==> src/rtl/collision_pkg.sv <==
// Shared scan FSM state type and default playfield geometry, used by the
// collision scanner, renderer and meteor mover.
package collision_pkg;

    typedef enum logic [1:0] {
        IDLE = 2'd0,
        SCAN = 2'd1,
        DONE = 2'd2
    } scan_state_t;

    localparam int SHIP_W      = 40;
    localparam int SHIP_H      = 15;
    localparam int METEOR_SIZE = 30;
    localparam int SCREEN_W    = 640;
    localparam int SCREEN_H    = 480;

endpackage

==> src/rtl/collision_scanner_rect_overlap.sv <==
// Combinational test of one meteor square against the ship rectangle: both
// objects must be fully on screen and strictly overlap (touching edges miss).
module rect_overlap #(
    parameter int X_W         = 10,
    parameter int Y_W         = 9,
    parameter int SHIP_W      = collision_pkg::SHIP_W,
    parameter int SHIP_H      = collision_pkg::SHIP_H,
    parameter int METEOR_SIZE = collision_pkg::METEOR_SIZE,
    parameter int SCREEN_W    = collision_pkg::SCREEN_W,
    parameter int SCREEN_H    = collision_pkg::SCREEN_H
) (
    input  logic [X_W-1:0] ship_x,
    input  logic [Y_W-1:0] ship_y,
    input  logic [X_W-1:0] meteor_x,
    input  logic [Y_W-1:0] meteor_y,
    input  logic           active,
    output logic           hit
);

    // One bit of headroom so edge sums never wrap.
    logic [X_W:0] sx, mx;
    logic [Y_W:0] sy, my;
    logic         on_screen, x_overlap, y_overlap;

    assign sx = {1'b0, ship_x};
    assign sy = {1'b0, ship_y};
    assign mx = {1'b0, meteor_x};
    assign my = {1'b0, meteor_y};

    assign on_screen = (mx <= (X_W+1)'(SCREEN_W - METEOR_SIZE)) &&
                       (my <= (Y_W+1)'(SCREEN_H - METEOR_SIZE)) &&
                       (sx <= (X_W+1)'(SCREEN_W - SHIP_W)) &&
                       (sy <= (Y_W+1)'(SCREEN_H - SHIP_H));

    assign x_overlap = (mx + (X_W+1)'(METEOR_SIZE) > sx) && (mx < sx + (X_W+1)'(SHIP_W));
    assign y_overlap = (my + (Y_W+1)'(METEOR_SIZE) > sy) && (my < sy + (Y_W+1)'(SHIP_H));

    assign hit = active && on_screen && x_overlap && y_overlap;

endmodule

==> src/rtl/collision_scanner.sv <==
// Frame-synchronous ship/meteor collision scanner: snapshots on start, tests one
// meteor per clock, holds registered results. Optional COLLISION_GRACE_EN masks hits.
module collision_scanner #(
    parameter int N_METEORS   = 6,
    parameter int X_W         = 10,
    parameter int Y_W         = 9,
    parameter int SHIP_W      = collision_pkg::SHIP_W,
    parameter int SHIP_H      = collision_pkg::SHIP_H,
    parameter int METEOR_SIZE = collision_pkg::METEOR_SIZE,
    parameter int SCREEN_W    = collision_pkg::SCREEN_W,
    parameter int SCREEN_H    = collision_pkg::SCREEN_H
`ifdef COLLISION_GRACE_EN
    ,
    parameter int GRACE_FRAMES = 60
`endif
) (
    input  logic                           clk,
    input  logic                           reset,
    input  logic                           start,
    input  logic [X_W-1:0]                 ship_x,
    input  logic [Y_W-1:0]                 ship_y,
    input  logic [X_W-1:0]                 meteor_x [N_METEORS],
    input  logic [Y_W-1:0]                 meteor_y [N_METEORS],
    input  logic [N_METEORS-1:0]           meteor_active,
    output logic                           busy,
    output logic                           done,
    output logic                           collision,
    output logic [N_METEORS-1:0]           meteor_collisions,
    output logic [$clog2(N_METEORS+1)-1:0] hit_count,
    output logic [$clog2(N_METEORS)-1:0]   first_hit_idx
`ifdef COLLISION_GRACE_EN
    ,
    output logic                           grace_active
`endif
);
    import collision_pkg::*;

    localparam int IDX_W = $clog2(N_METEORS);
    localparam int CNT_W = $clog2(N_METEORS + 1);
    localparam logic [IDX_W-1:0] LAST_IDX = IDX_W'(N_METEORS - 1);

    scan_state_t          state;
    logic [IDX_W-1:0]     idx;
    logic [X_W-1:0]       ship_x_q;
    logic [Y_W-1:0]       ship_y_q;
    logic [X_W-1:0]       meteor_x_q [N_METEORS];
    logic [Y_W-1:0]       meteor_y_q [N_METEORS];
    logic [N_METEORS-1:0] active_q, acc_mask, scan_mask, load_mask;
    logic [X_W-1:0]       sel_x;
    logic [Y_W-1:0]       sel_y;
    logic                 sel_active, sel_hit;
    logic [CNT_W-1:0]     load_count;
    logic [IDX_W-1:0]     load_first;
    logic                 load_found;

    always_comb begin
        sel_x      = '0;
        sel_y      = '0;
        sel_active = 1'b0;
        for (int i = 0; i < N_METEORS; i++) begin
            if (idx == IDX_W'(i)) begin
                sel_x      = meteor_x_q[i];
                sel_y      = meteor_y_q[i];
                sel_active = active_q[i];
            end
        end
    end

    rect_overlap #(
        .X_W(X_W), .Y_W(Y_W), .SHIP_W(SHIP_W), .SHIP_H(SHIP_H),
        .METEOR_SIZE(METEOR_SIZE), .SCREEN_W(SCREEN_W), .SCREEN_H(SCREEN_H)
    ) u_overlap (
        .ship_x(ship_x_q), .ship_y(ship_y_q),
        .meteor_x(sel_x), .meteor_y(sel_y),
        .active(sel_active), .hit(sel_hit)
    );

    // Accumulated mask including the meteor tested this cycle.
    always_comb begin
        scan_mask = acc_mask;
        for (int i = 0; i < N_METEORS; i++) begin
            if (idx == IDX_W'(i)) scan_mask[i] = sel_hit;
        end
    end

`ifdef COLLISION_GRACE_EN
    localparam int GRACE_W = $clog2(GRACE_FRAMES + 1);
    logic [GRACE_W-1:0] grace_cnt;
    assign load_mask    = (grace_cnt != '0) ? '0 : scan_mask;
    assign grace_active = (grace_cnt != '0);
`else
    assign load_mask = scan_mask;
`endif

    always_comb begin
        load_count = '0;
        load_first = '0;
        load_found = 1'b0;
        for (int i = 0; i < N_METEORS; i++) begin
            if (load_mask[i]) begin
                load_count = load_count + CNT_W'(1);
                if (!load_found) begin
                    load_first = IDX_W'(i);
                    load_found = 1'b1;
                end
            end
        end
    end

    // Results load on the edge into DONE so they are valid alongside the done pulse.
    always_ff @(posedge clk or posedge reset) begin
        if (reset) begin
            state             <= IDLE;
            idx               <= '0;
            busy              <= 1'b0;
            done              <= 1'b0;
            collision         <= 1'b0;
            meteor_collisions <= '0;
            hit_count         <= '0;
            first_hit_idx     <= '0;
            ship_x_q          <= '0;
            ship_y_q          <= '0;
            active_q          <= '0;
            acc_mask          <= '0;
            for (int i = 0; i < N_METEORS; i++) begin
                meteor_x_q[i] <= '0;
                meteor_y_q[i] <= '0;
            end
`ifdef COLLISION_GRACE_EN
            grace_cnt         <= '0;
`endif
        end else begin
            case (state)
                IDLE: begin
                    if (start) begin
                        state    <= SCAN;
                        busy     <= 1'b1;
                        idx      <= '0;
                        acc_mask <= '0;
                        ship_x_q <= ship_x;
                        ship_y_q <= ship_y;
                        active_q <= meteor_active;
                        for (int i = 0; i < N_METEORS; i++) begin
                            meteor_x_q[i] <= meteor_x[i];
                            meteor_y_q[i] <= meteor_y[i];
                        end
                    end
                end
                SCAN: begin
                    acc_mask <= scan_mask;
                    if (idx == LAST_IDX) begin
                        state             <= DONE;
                        idx               <= '0;
                        done              <= 1'b1;
                        meteor_collisions <= load_mask;
                        collision         <= |load_mask;
                        hit_count         <= load_count;
                        first_hit_idx     <= load_first;
`ifdef COLLISION_GRACE_EN
                        if (grace_cnt != '0)
                            grace_cnt <= grace_cnt - GRACE_W'(1);
                        else if (scan_mask != '0)
                            grace_cnt <= GRACE_W'(GRACE_FRAMES);
`endif
                    end else begin
                        idx <= idx + IDX_W'(1);
                    end
                end
                DONE: begin
                    state <= IDLE;
                    busy  <= 1'b0;
                    done  <= 1'b0;
                end
                default: state <= IDLE;
            endcase
        end
    end

endmodule

==> config.mk <==
export PLATFORM = sky130hd
export DESIGN_NAME = collision_scanner
export DESIGN_NICKNAME = d
export VERILOG_FILES = /design/src/rtl/collision_pkg.sv /design/src/rtl/collision_scanner_rect_overlap.sv /design/src/rtl/collision_scanner.sv
export SDC_FILE = /design/constraint.sdc
export NUM_CORES = 1
export LEC_CHECK = 0
export CAP_MARGIN = 20
export CORE_ASPECT_RATIO = 1.4
export CORE_MARGIN = 5
export CORE_UTILIZATION = 54
export CTS_BUF_LIST = sky130_fd_sc_hd__clkbuf_16
export CTS_CLUSTER_SIZE = 14
export DETAILED_ROUTE_END_ITERATION = 10
export GPL_ROUTABILITY_DRIVEN = 0
export PLACE_DENSITY = 0.87
export REMOVE_ABC_BUFFERS = 1
export SLEW_MARGIN = 40
export SYNTH_ARGS = -nofsm -noshare
export SYNTH_HDL_FRONTEND = slang
export SYNTH_SLANG_ARGS = --single-unit
==> constraint.sdc <==
create_clock -name clk -period 8.8 [get_ports clk]
set_input_delay 1.76 -clock clk [delete_from_list [all_inputs] [get_ports clk]]
set_output_delay 1.76 -clock clk [all_outputs]
set_load 0.05 [all_outputs]
**Word-level counts from Yosys, hierarchy flattened**

Cells that the tools add are included.

- Mux-type cells: 57
- Add/sub/neg operators: 10
- Eq/ne operators: 9
- Reductions and logical operators: 20
- $lt $le $gt $ge: 8

Operators by type and width:

| kind | number |
|---|---|
| 2-to-1 mux 10 bit | 6 |
| 2-to-1 mux 9 bit | 6 |
| 2-to-1 mux 3 bit | 15 |
| 2-to-1 mux 1 bit | 22 |
| <= comparator 10 bit (second input constant) | 2 |
| adder 3 x 1 -> 3 bit (second input constant) | 6 |
| <= comparator 9 bit (second input constant) | 2 |
| one-hot mux 6 bit (2 select lines) | 1 |
| AND reduction 2 bit | 6 |
| adder 10 x 5 -> 11 bit (second input constant) | 1 |
| adder 10 x 6 -> 11 bit (second input constant) | 1 |
| greater-than comparator 11 x 10 -> 1 bit | 1 |
| less-than comparator 10 x 11 -> 1 bit | 1 |
| adder 9 x 4 -> 10 bit (second input constant) | 1 |
| adder 9 x 5 -> 10 bit (second input constant) | 1 |
| greater-than comparator 10 x 9 -> 1 bit | 1 |
| less-than comparator 9 x 10 -> 1 bit | 1 |
| logical AND 1 bit | 8 |
| equality test 3 x 2 -> 1 bit (second input constant) | 2 |
| equality test 3 bit (second input constant) | 2 |
| 2-to-1 mux 6 bit | 1 |
| one-hot mux 3 bit (2 select lines) | 1 |
| nonzero test 2 bit | 3 |
| OR reduction 6 bit | 1 |
| other kinds (9) | 12 |

- Logic and storage cells: 128
- Output and inout bits: 15
- Flip-flop bits (word level): 165
- Bits of input ports: 142

**Logic depth before layout (Yosys ltp)**

Gate-level depths: netlist of the first run.

- Depth after elaboration: 26
- Gate-level depth with buffers: 41
- Depth with buffers taken out: 33

**Modules after synthesis**

Synthesis of the first run repeated with hierarchy kept, for this count alone.

- Cells, all modules: 1107
- Area, all modules: 9053.7 µm²

Modules (own cells, without submodules):

| module | sequential area each (µm²) | area an instance (µm²) | cells each | times used |
|---|---|---|---|---|
| collision_scanner | 4129.0 | 7579.8 | 905 | 1 |
| rect_overlap | 0.0 | 1473.9 | 202 | 1 |

**Least setup slack after synthesis of the first run**

No wires, ideal clock.

- Path kind: register -> register
- From: reg idx[0]
- To: reg hit_count[2]
- Period minus slack after synthesis: 7.407 ns
- Arrival time: 7.277 ns
- Path buffers: 9
- Setup slack: 1.393 ns
- Library setup time: 0.130 ns
- Stages on the path, launching flop included: 39
- Data required time: 8.670 ns
- Cells stage by stage: dfrtp_1 buf_4 buf_6 buf_6 buf_6 buf_2 and2_1 ha_1 clkbuf_1 nand2b_1 o311ai_1 ha_1 and3_1 nor3_1 xnor2_1 ha_1 a21o_1 a211oi_1 (+3 left out) nand4_1 and3b_1 buf_6 buf_6 mux2i_1 ha_1 buf_2 xor2_1 ha_1 mux2_2 ha_1 mux2_2 ha_1 a41o_1 a41oi_1 o211ai_1 xnor2_1 o21ai_1

- Word-level cells in the longest chain between the ends: 26
- Elaborated cells between the ends (all ways): 58
- Those cells by class: 7 x add/sub; 6 x order compare; 5 x eq/ne; 30 x mux; 10 x reduce/logical

Ends and longest elaborated chain:

| element | RTL line | text |
|---|---|---|
| start: declaration | collision_scanner.sv:43 | `logic [IDX_W-1:0] idx;` |
| start signal: assignment | collision_scanner.sv:166 | `idx <= idx + IDX_W'(1);` |
| parallel branches: the longest is 26 deep, another holds adder 10 x 5 -> 11 bit | n/a |  |
| end signal: assignment | collision_scanner.sv:157 | `hit_count <= load_count;` |
| end: declaration | collision_scanner.sv:29 | `output logic [$clog2(N_METEORS+1)-1:0] hit_count,` |

Several ways; the timed one is not identified.
A chain may end at the register's enable or synchronous reset.

**Worst setup path in the final report of the first run**

- From: reg idx[2]
- To: reg hit_count[2]

- Elaborated cells between the ends (all ways): 58
- Those cells by class: 7 x add/sub; 6 x order compare; 5 x eq/ne; 30 x mux; 10 x reduce/logical

RTL lines:

| element | RTL line | text |
|---|---|---|
| parallel branches: the longest is 14 deep, another holds adder 10 x 5 -> 11 bit | n/a |  |
| 2-to-1 mux 1 bit (*) | collision_scanner.sv:82 | `if (idx == IDX_W'(i)) scan_mask[i] = sel_hit;` |
| via load_mask[1] | collision_scanner.sv:48 | `logic [N_METEORS-1:0] active_q, acc_mask, scan_mask, load_mask;` |
| 2-to-1 mux 3 bit (*) | collision_scanner.sv:100 | `if (load_mask[i]) begin` |
| adder 3 x 1 -> 3 bit | collision_scanner.sv:101 | `load_count = load_count + CNT_W'(1);` |
| 2-to-1 mux 3 bit (*) | collision_scanner.sv:100 |  |
| adder 3 x 1 -> 3 bit | collision_scanner.sv:101 |  |
| 2-to-1 mux 3 bit (*) | collision_scanner.sv:100 |  |
| adder 3 x 1 -> 3 bit | collision_scanner.sv:101 |  |
| 2-to-1 mux 3 bit (*) | collision_scanner.sv:100 |  |
| adder 3 x 1 -> 3 bit | collision_scanner.sv:101 |  |
| 2-to-1 mux 3 bit (*) | collision_scanner.sv:100 |  |

Mark *: on every way through the listed nets, which the timed path passes.

==> results of run 1 <==
## routing by layer
layer / vias up / part of all wire, % / global-route usage, %
met5: - / 0 / 0
met4: 0 / 4.1 / 10.8
met3: 90 / 5.7 / 4.60
met2: 336 / 53 / 46.1
met1: 4031 / 37 / 29.9
li1: 3982 / - / -
## timing repair
action	4_1_cts	5_1_grt
endpoints found under the setup margin	0	1
endpoints found under the hold margin	0	0
setup buffers	0	0
resized for setup	0	1
## sequential cells by signal (all words and copies together) (netlist names)
register / count
meteor_collisions: 6
ship_x_q: 10
hit_count: 3
meteor_x_q: 60
meteor_y_q: 54
idx: 3
collision: 1
first_hit_idx: 3
done: 1
active_q: 6
busy: 1
acc_mask: 6
ship_y_q: 9
state: 2
## cell families (layout without fill, tap and decap cells)
group           after synthesis  in the layout  share of synthesized area (%)
compound gates              174            174                           12.8
xor+xnor                     29             29                           2.77
flops                       165            165                           43.8
buf+inv                     118            255                           5.40
fa+ha+maj                    49             49                           6.50
simple gates                545            545                           24.3
mux                          39             39                           4.43
## cell usage after synthesis (3+ instances only)
master	instances	area, um2
a211oi_1	5	37.5
a21oi_1	32	160
a221o_1	5	50.1
a221oi_1	9	78.8
a221oi_2	4	60.1
a31oi_1	4	25.0
and2_1	5	31.3
and3_1	9	56.3
buf_2	13	65.1
buf_6	6	67.6
clkbuf_1	41	154
dfrtp_1	165	4130
ha_1	49	613
inv_1	52	195
mux2_2	15	169
mux2i_1	22	220
nand2_1	406	1520
nand2b_1	8	50.1
nand3_1	14	70.1
nand3b_1	8	60.1
nand4_1	7	43.8
nor2_1	42	158
nor2b_1	10	62.6
nor3_1	13	65.1
nor3b_1	6	45.0
nor4_1	5	31.3
o211ai_1	5	37.5
o21a_1	7	52.6
o21ai_0	59	295
o2bb2ai_1	6	52.6
o311ai_0	3	26.3
o311ai_1	4	35.0
o31ai_1	3	22.5
or3_1	4	25.0
xnor2_1	24	210
xor2_1	4	35.0
## per-stage QoR
stage | setup WS, ps | hold slack [ps] | std cells
finish | 618 | 471 | 1492
global placement | 1110 | 451 | 1457
global route | 101 | 494 | 1492
floorplan | -2050 | 437 | 1056
CTS | 570 | 470 | 1489
detailed placement | 643 | 453 | 1457
## worst max-delay path: cells and delay by family, from the launching register on
kind                       cells  cell delay, ps
xor gates and xnor gates       2             330
buffers and inverters          3             590
adders and majority gates      6            1950
DFF                            1             730
AOI/OAI and AO/OA             10            2300
and+or+nand+nor                6            1220
muxes                          3             920
## power by group through the flow
| stage | Combinational [mW] | Clock (mW) | Sequential [mW] |
|---|---|---|---|
| after detailed placement | 2.66 | 0 | 1.36 |
| after global placement | 2.54 | 0 | 1.34 |
| after global routing | 3.09 | 0.721 | 1.40 |
| after CTS | 2.70 | 0.690 | 1.35 |
| after floorplan | 1.89 | 0 | 1.41 |
| final | 2.79 | 0.688 | 1.36 |
## layout make-up
type                       count  area [um2]  share of cell area [%]
inverter                      55         214                    1.83
clock buffer                  17         425                    3.63
sequential                   165        4130                    35.2
clock inverter                15         105                   0.897
tap                          236         295                    2.52
timing repair buffer         168        1700                    14.5
multi-input combinational    836        4840                    41.3
## worst max path at each step
stage / slack, ps / from / endpoint
after global placement: 1110 / idx[2] / hit_count[2]
after CTS: 570 / idx[2] / hit_count[2]
final: 620 / idx[2] / hit_count[2]
after floorplan: -2050 / start / meteor_x_q[20]
after global routing: 100 / idx[2] / hit_count[2]
after detailed placement: 640 / idx[2] / hit_count[2]
==> run summary, run 1 <==
CTS H-tree depth = 4
cell area after layout = 11700 um2
Rows = 57
Reg-to-Reg Start = idx[2]
Worst EP required = 9100 ps
combinational share of power = 57.6%
Worst Path Arrival = 8490 ps
Max stage delay cell, worst path = dfrtp_1
vias = 8439
vias in the first global route = 8541
CTS tree = yes
Initial Utilization = 54.7%
predominant post-synthesis flop cell = dfrtp_1
commonest non-fill, non-tap cells in the layout = nand2_1 (406), dfrtp_1 (164), clkdlybuf4s50_1 (156)
pwr/cell area = 413 nW/um2
FF-to-FF path depth = 30
#FFs+latches synth = 165
IO Pins = 157
switching pwr = 2.23 mW
cts hold-fix bufs = 0
chip height = 166 um
Reg power frac = 28.1%
core area = 17300 um2
Gate Count Post-Synth = 1119
Net Sw Frac = 46.2%
Final ANT Viol Nets = 0
Post-synth EDFFs = 0
Clock Power Share = 14.2%
drt pass-1 iters = 5
Tot Pwr = 4.84 mW
share of cells above drive strength 1 = 6.53%
CTS Root Buffer Type = clkbuf_16
via/cell ratio = 5.66
residual DRC count = 0
final WL = 25900 um
per-cell routed wire length = 17.3 um
Layout Utilization = 67.9%
Clock Tree Buf Depth = 2
fin. max-slew vios = 0
Die Footprint = 20300 um2
Setup CP Type = flop to flop
Avg Cell Area, Syn = 8.43 um2
initial antenna violation count = 0
Leak Pwr = 5.58 nW
synth unique cells = 69
Worst R2R Setup Slack = 620 ps
Worst-Margin Slew = 799 ps
Slew headroom = 46.3%
Placed Area = 11100 um2
Fillers = 1357
Hold Startpoint = meteor_y_q[51]
most used cell, CP = ha_1
die width = 122 um
Yosys warning total = 0
leading cell type in the layout, fill and taps excluded = nand2_1
TritonCTS Buffers = 17
Mapped Area = 9430 um2
clock slew at reported path FFs = 70 ps
ys async rst share = 100%
Layout area overhead = 24.2%
Sum Neg Setup Slack = 0 ps
FF-to-FF End = hit_count[2]
min Tclk post-route = 8180 ps
1st-iter DRT viols = 819
PortBufs = 156
number of max-cap violations = 0
crit path max fanout = 21
Antenna diodes = 0
GRT overflow = 0
final setup violation count = 0
Skew-Pair Late Insertion Delay = 450 ps
min-delay worst type = flop to flop
total clock sinks = 165
Worst Clk Skew = 13.6 ps
IR drop worst, VDD = 0.203 mV
final hold violations = 0
GRT Total Usage = 25.7%
CP Launch Type = flop
Hold Path End = meteor_y_q[51]
Hold Path Depth = 2
first-pass GRT wire length = 41800 um
largest net degree at the start of global routing = 122
nets@finish = 1434
CP Capture Type = flop
Final Cycle Share = 93.0%
Achievable Freq = 0.122 GHz
post-DP HPWL = 18200 um
cell-internal power = 2.60 mW
RSZ-0062 raised after global routing = no
CP peak stage delay = 730 ps
status = completed
post-synthesis sequential area ratio = 43.8%
Power figures use the tool's default switching activity.
==> run 2, diff against run 1 <==
--- a/config.mk
+++ b/config.mk
@@ -7,7 +7,7 @@
 export LEC_CHECK = 0
 export CAP_MARGIN = 20
 export CORE_ASPECT_RATIO = 1.4
-export CORE_MARGIN = 5
+export CORE_MARGIN = 2
 export CORE_UTILIZATION = 54
 export CTS_BUF_LIST = sky130_fd_sc_hd__clkbuf_16
 export CTS_CLUSTER_SIZE = 14
==> run summary, run 2 (synthesis results as in run 1) <==
largest net degree at the start of global routing = 91 (-25%)
combinational share of power = 57.3% (-0.3 points)
CTS tree = yes
hold slack = 471 ps (-0.466 ps)
placed insts = 1460 (+0.21%)
min-delay worst type = flop to flop
cell-internal power = 2.61 mW (+0.31%)
Final Cycle Share = 94.0% (+1.1 points)
Max stage delay cell, worst path = dfrtp_2
pwr/cell area = 411 nW/um2 (-0.44%)
final setup violation count = 0 (unchanged)
CTS Root Buffer Type = clkbuf_16
Placed Area = 11100 um2 (+0.16%)
residual DRC count = 0 (unchanged)
Achievable Freq = 0.121 GHz (-1.1%)
Worst-Margin Slew = 737 ps (-61.4 ps)
number of max-cap violations = 0 (unchanged)
leading cell type in the layout, fill and taps excluded = nand2_1
Biggest register = meteor_x_q
fin cells = 1492 (unchanged)
Setup CP Type = flop to flop
DP Worst Slack = 554 ps (-89.2 ps)
final WL = 25000 um (-3.3%)
first-pass GRT wire length = 40000 um (-4.2%)
RSZ-0062 raised after global routing = no
Initial Utilization = 54.7% (unchanged)
Net Sw Frac = 45.6% (-0.58 points)
TritonCTS Buffers = 17 (unchanged)
clock slew at reported path FFs = 60 ps (about the same)
Layout area overhead = 23.8%
chip height = 160 um (-3.6%)
fin. max-slew vios = 0 (unchanged)
Antenna diodes = 0 (unchanged)
Worst Clk Skew = 7.62 ps (-5.98 ps)
Final ANT Viol Nets = 0 (unchanged)
Slew headroom = 50.1% (+3.8 points)
most used cell, CP = ha_1
Worst EP required = 9100 ps (about the same)
GRT Total Usage = 27.4% (+1.6 points)
vias = 8461 (+0.26%)
per-cell routed wire length = 16.8 um (-3.3%)
PortBufs = 156 (unchanged)
Clock Power Share = 14.4% (+0.2 points)
nets@finish = 1435 (+0.070%)
commonest non-fill, non-tap cells in the layout = nand2_1 (406), dfrtp_1 (164), clkdlybuf4s50_1 (156)
CTS H-tree depth = 4 (unchanged)
initial antenna violation count = 0 (unchanged)
Skew-Pair Late Insertion Delay = 430 ps (-20 ps)
switching pwr = 2.19 mW (-2.0%)
drt pass-1 iters = 6 (+1)
Leak Pwr = 5.57 nW (about the same)
total clock sinks = 165 (unchanged)
CP Launch Type = flop
max reg flops = 60 (unchanged)
cell area after layout = 11700 um2 (-0.32%)
vias in the first global route = 8379 (-1.9%)
CP peak stage delay = 590 ps (-140 ps)
Clock Tree Buf Depth = 2 (unchanged)
Reg power frac = 28.3% (+0.2 points)
Worst Path Arrival = 8570 ps (+80 ps)
status = completed
GRT overflow = 0 (unchanged)
biggest regs = meteor_x_q x60, meteor_y_q x54, ship_x_q x10
crit path max fanout = 35 (+67%)
share of cells above drive strength 1 = 6.21% (-0.32 points)
post-DP HPWL = 17900 um (-1.3%)
die width = 116 um (-4.9%)
1st-iter DRT viols = 724 (-12%)
Setup Buffers After CTS = 0 (unchanged)
min Tclk post-route = 8280 ps (+94.5 ps)
CP Capture Type = flop
IR drop worst, VDD = 0.183 mV (-9.8%)
setup ws final = 524 ps (-94.5 ps)
via/cell ratio = 5.67 (+0.26%)
Die Footprint = 18600 um2 (-8.4%)
final hold violations = 0 (unchanged)
core area = 17300 um2 (unchanged)
IO Pins = 157 (unchanged)
Rows = 57 (unchanged)
run 2: cell count changes in the layout (fill, tap and decap cells not counted), moves of 2 or more:
cell and change:
clkinv_2 -2, inv_6 -3, clkinv_4 +2, inv_1 +2, buf_12 -2, buf_4 +3
run 2: timing repair:
item                                    CTS  global route
hold buffers                              0             0
resized for setup                         0             2
endpoints found under the setup margin    0             1
run 2: power by group through the flow:
stage	Combinational (mW)	Sequential, mW	Clock [mW]
3_5_place_dp	2.66	1.36	0
6_report	2.75	1.36	0.691
3_3_place_gp	2.54	1.34	0
5_1_grt	3.02	1.40	0.725
4_1_cts	2.69	1.35	0.693
2_1_floorplan	1.89	1.41	0
run 2: through the flow:
| stage | utilization [%] | power [mW] | setup TNS (ps) |
|---|---|---|---|
| global route | 67.7 | 5.14 | 0 |
| floorplan | - | 3.30 | -248370 |
| detailed placement | 64.3 | 4.02 | 0 |
| finish | 67.7 | 4.80 | 0 |
| global placement | 64.3 | 3.88 | 0 |
| CTS | 67.4 | 4.74 | 0 |
run 2: cell type report:
cell class | count | area [um2]
fill | 1375 | 5580
multi-input combinational | 836 | 4830
sequential | 165 | 4130
timing repair buffer | 169 | 1670
clock buffer | 17 | 425
tap | 236 | 295
inverter | 55 | 214
clock inverter | 14 | 116
run 2: worst max-delay path: cells and delay by family, from the launching register on:
kind	cells	cell delay, ps
DFF	1	590
and+or+nand+nor	5	1100
xor gates and xnor gates	3	480
muxes	3	780
adders and majority gates	5	1660
buffers and inverters	3	970
AOI/OAI and AO/OA	9	2540
run 2: final timing paths:
| path | endpoint | cells after the start | startpoint | slack, ps |
|---|---|---|---|---|
| min in group asynchronous | meteor_y_q[13] | 2 | reset | 1810 |
| max reg2reg | hit_count[2] | 28 | idx[0] | 520 |
| max in group asynchronous | meteor_x_q[22] | 3 | reset | 5880 |
| min | meteor_y_q[18] | 2 | meteor_y_q[18] | 470 |
| min reg2reg | meteor_y_q[18] | 2 | meteor_y_q[18] | 470 |
| max | hit_count[2] | 28 | idx[0] | 520 |
run 2: metal layers:
layer | vias up | GRT usage [%] | part of all wire [%]
met3 | 90 | 4.68 | 5.8
li1 | 3991 | - | -
met1 | 4023 | 31.7 | 37
met2 | 357 | 48.2 | 52
met4 | 0 | 13.5 | 4.5
met5 | - | 0 | 0
==> run 3, diff against run 2 <==
--- a/config.mk
+++ b/config.mk
@@ -7,7 +7,7 @@
 export LEC_CHECK = 0
 export CAP_MARGIN = 20
 export CORE_ASPECT_RATIO = 1.4
-export CORE_MARGIN = 2
+export CORE_MARGIN = 8
 export CORE_UTILIZATION = 54
 export CTS_BUF_LIST = sky130_fd_sc_hd__clkbuf_16
 export CTS_CLUSTER_SIZE = 14
==> run summary, run 3 (synthesis results as in run 1) <==
CP peak stage delay = 670 ps (+80 ps)
GRT Total Usage = 23.8% (-3.5 points)
Placed Area = 11100 um2 (+0.26%)
Skew-Pair Late Insertion Delay = 430 ps (about the same)
share of cells above drive strength 1 = 6.35% (+0.14 points)
CP Capture Type = flop
number of max-cap violations = 0 (unchanged)
Hold Path Depth = 2 (unchanged)
min Tclk post-route = 8180 ps (-97.1 ps)
min-delay worst type = flop to flop
vias in the first global route = 8570 (+2.3%)
Setup Buffers After CTS = 0 (unchanged)
FF-to-FF End = hit_count[2]
total clock sinks = 165 (unchanged)
fin. max-slew vios = 0 (unchanged)
Reg-to-Reg Start = idx[2]
Worst Path Arrival = 8470 ps (-100 ps)
Max stage delay cell, worst path = dfrtp_1
chip height = 172 um (+7.5%)
commonest non-fill, non-tap cells in the layout = nand2_1 (406), dfrtp_1 (164), clkdlybuf4s50_1 (156)
Final Cycle Share = 92.9% (-1.1 points)
GRT overflow = 0 (unchanged)
most used cell, CP = ha_1
biggest regs = meteor_x_q x60, meteor_y_q x54, ship_x_q x10
Clock Tree Buf Depth = 2 (unchanged)
Hold Startpoint = meteor_collisions[5]
IR drop worst, VDD = 0.194 mV (+6.0%)
Hold Path End = meteor_collisions[5]
1st-iter DRT viols = 750 (+3.6%)
initial antenna violation count = 0 (unchanged)
CTS tree = yes
largest net degree at the start of global routing = 98 (+7.7%)
CTS Root Buffer Type = clkbuf_16
Worst EP required = 9090 ps (about the same)
cts hold-fix bufs = 0 (unchanged)
fin cells = 1495 (+0.20%)
Die Footprint = 22000 um2 (+19%)
leading cell type in the layout, fill and taps excluded = nand2_1
DP Worst Slack = 814 ps (+261 ps)
crit path max fanout = 27 (-23%)
Worst-Margin Slew = 826 ps (+89.2 ps)
post-DP HPWL = 19000 um (+6.0%)
Worst R2R Setup Slack = 620 ps (+100 ps)
RSZ-0062 raised after global routing = no
core area = 17300 um2 (unchanged)
nets@finish = 1437 (+0.14%)
first-pass GRT wire length = 41500 um (+3.6%)
Final ANT Viol Nets = 0 (unchanged)
Biggest register = meteor_x_q
final setup violation count = 0 (unchanged)
PortBufs = 156 (unchanged)
Slew headroom = 43.8% (-6.3 points)
met2 wire length = 13500 um (+2.8%)
cell area after layout = 11700 um2 (about the same)
CTS H-tree depth = 4 (unchanged)
residual DRC count = 0 (unchanged)
via/cell ratio = 5.65 (-0.40%)
setup ws final = 621 ps (+97.1 ps)
die width = 128 um (+10%)
final WL = 25700 um (+2.8%)
max reg flops = 60 (unchanged)
drt pass-1 iters = 7 (+1)
status = completed
FF-to-FF path depth = 30 (+7.1%)
Achievable Freq = 0.122 GHz (+1.2%)
CP Launch Type = flop
Fillers = 1375 (unchanged)
DR WL met3 = 1490 um (+2.9%)
final hold violations = 0 (unchanged)
Setup CP Type = flop to flop
placed insts = 1463 (+0.21%)
pwr/cell area = 411 nW/um2 (about the same)
Layout area overhead = 23.9% (about the same)
vias = 8444 (-0.20%)
TritonCTS Buffers = 17 (unchanged)
Antenna diodes = 0 (unchanged)
Worst Clk Skew = 8.35 ps (+0.732 ps)
Initial Utilization = 54.7% (unchanged)
post-CTS sizing = 0 (unchanged)
IO Pins = 157 (unchanged)
Rows = 57 (unchanged)
Leak Pwr = 5.59 nW (+0.29%)
clock slew at reported path FFs = 60 ps (about the same)
met1 wire length = 9600 um (+3.1%)
Tot Pwr = 4.80 mW (about the same)
per-cell routed wire length = 17.2 um (+2.6%)
DR top layer = met4
## run 3: power by group
group          switching [mW]  leakage [nW]  total [mW]  internal, mW
Sequential              0.266          2.06        1.37          1.11
Combinational            1.61          3.26        2.74          1.12
Clock                   0.305         0.274       0.690         0.385
Total                    2.18          5.59        4.80          2.62
## run 3: how the worst max path moves through the flow
stage / from / end / slack (ps) / cells after the start
floorplan: start / meteor_x_q[20] / -2050 / 2
global placement: idx[2] / hit_count[2] / 1280 / 29
detailed placement: idx[2] / hit_count[2] / 810 / 30
CTS: idx[2] / hit_count[2] / 800 / 30
global route: idx[2] / hit_count[2] / 160 / 32
finish: idx[2] / hit_count[2] / 620 / 30
## run 3: final cells by class
class                      count  area [um2]  share of cell area [%]
clock buffer                  17         425                    3.64
clock inverter                15         119                    1.02
inverter                      55         214                    1.83
multi-input combinational    836        4810                    41.2
sequential                   165        4130                    35.3
tap                          236         295                    2.53
timing repair buffer         171        1690                    14.5
## run 3: critical path: cells and delay by family, from the launching register on
| family | cells | cell delay, ps |
|---|---|---|
| adder cells (fa/ha/maj) | 6 | 2000 |
| AO/OA/AOI/OAI | 7 | 1850 |
| AND/OR/NAND/NOR | 9 | 1770 |
| multiplexers | 3 | 830 |
| flip-flops | 1 | 670 |
| buffers and inverters | 2 | 460 |
| XOR/XNOR | 3 | 460 |
## run 3: metal layers
layer,global-route usage [%],up-vias
met5,0,-
met4,13.1,0
met3,4.81,86
met2,42.2,351
met1,26.4,4015
li1,-,3992
## run 3: metrics by stage
step	hold WS [ps]	setup TNS (ps)	utilization, %
2_1_floorplan	437	-248370	-
4_1_cts	475	0	67.6
5_1_grt	488	0	67.7
6_report	470	0	67.7
3_5_place_dp	458	0	64.5
3_3_place_gp	450	0	64.3
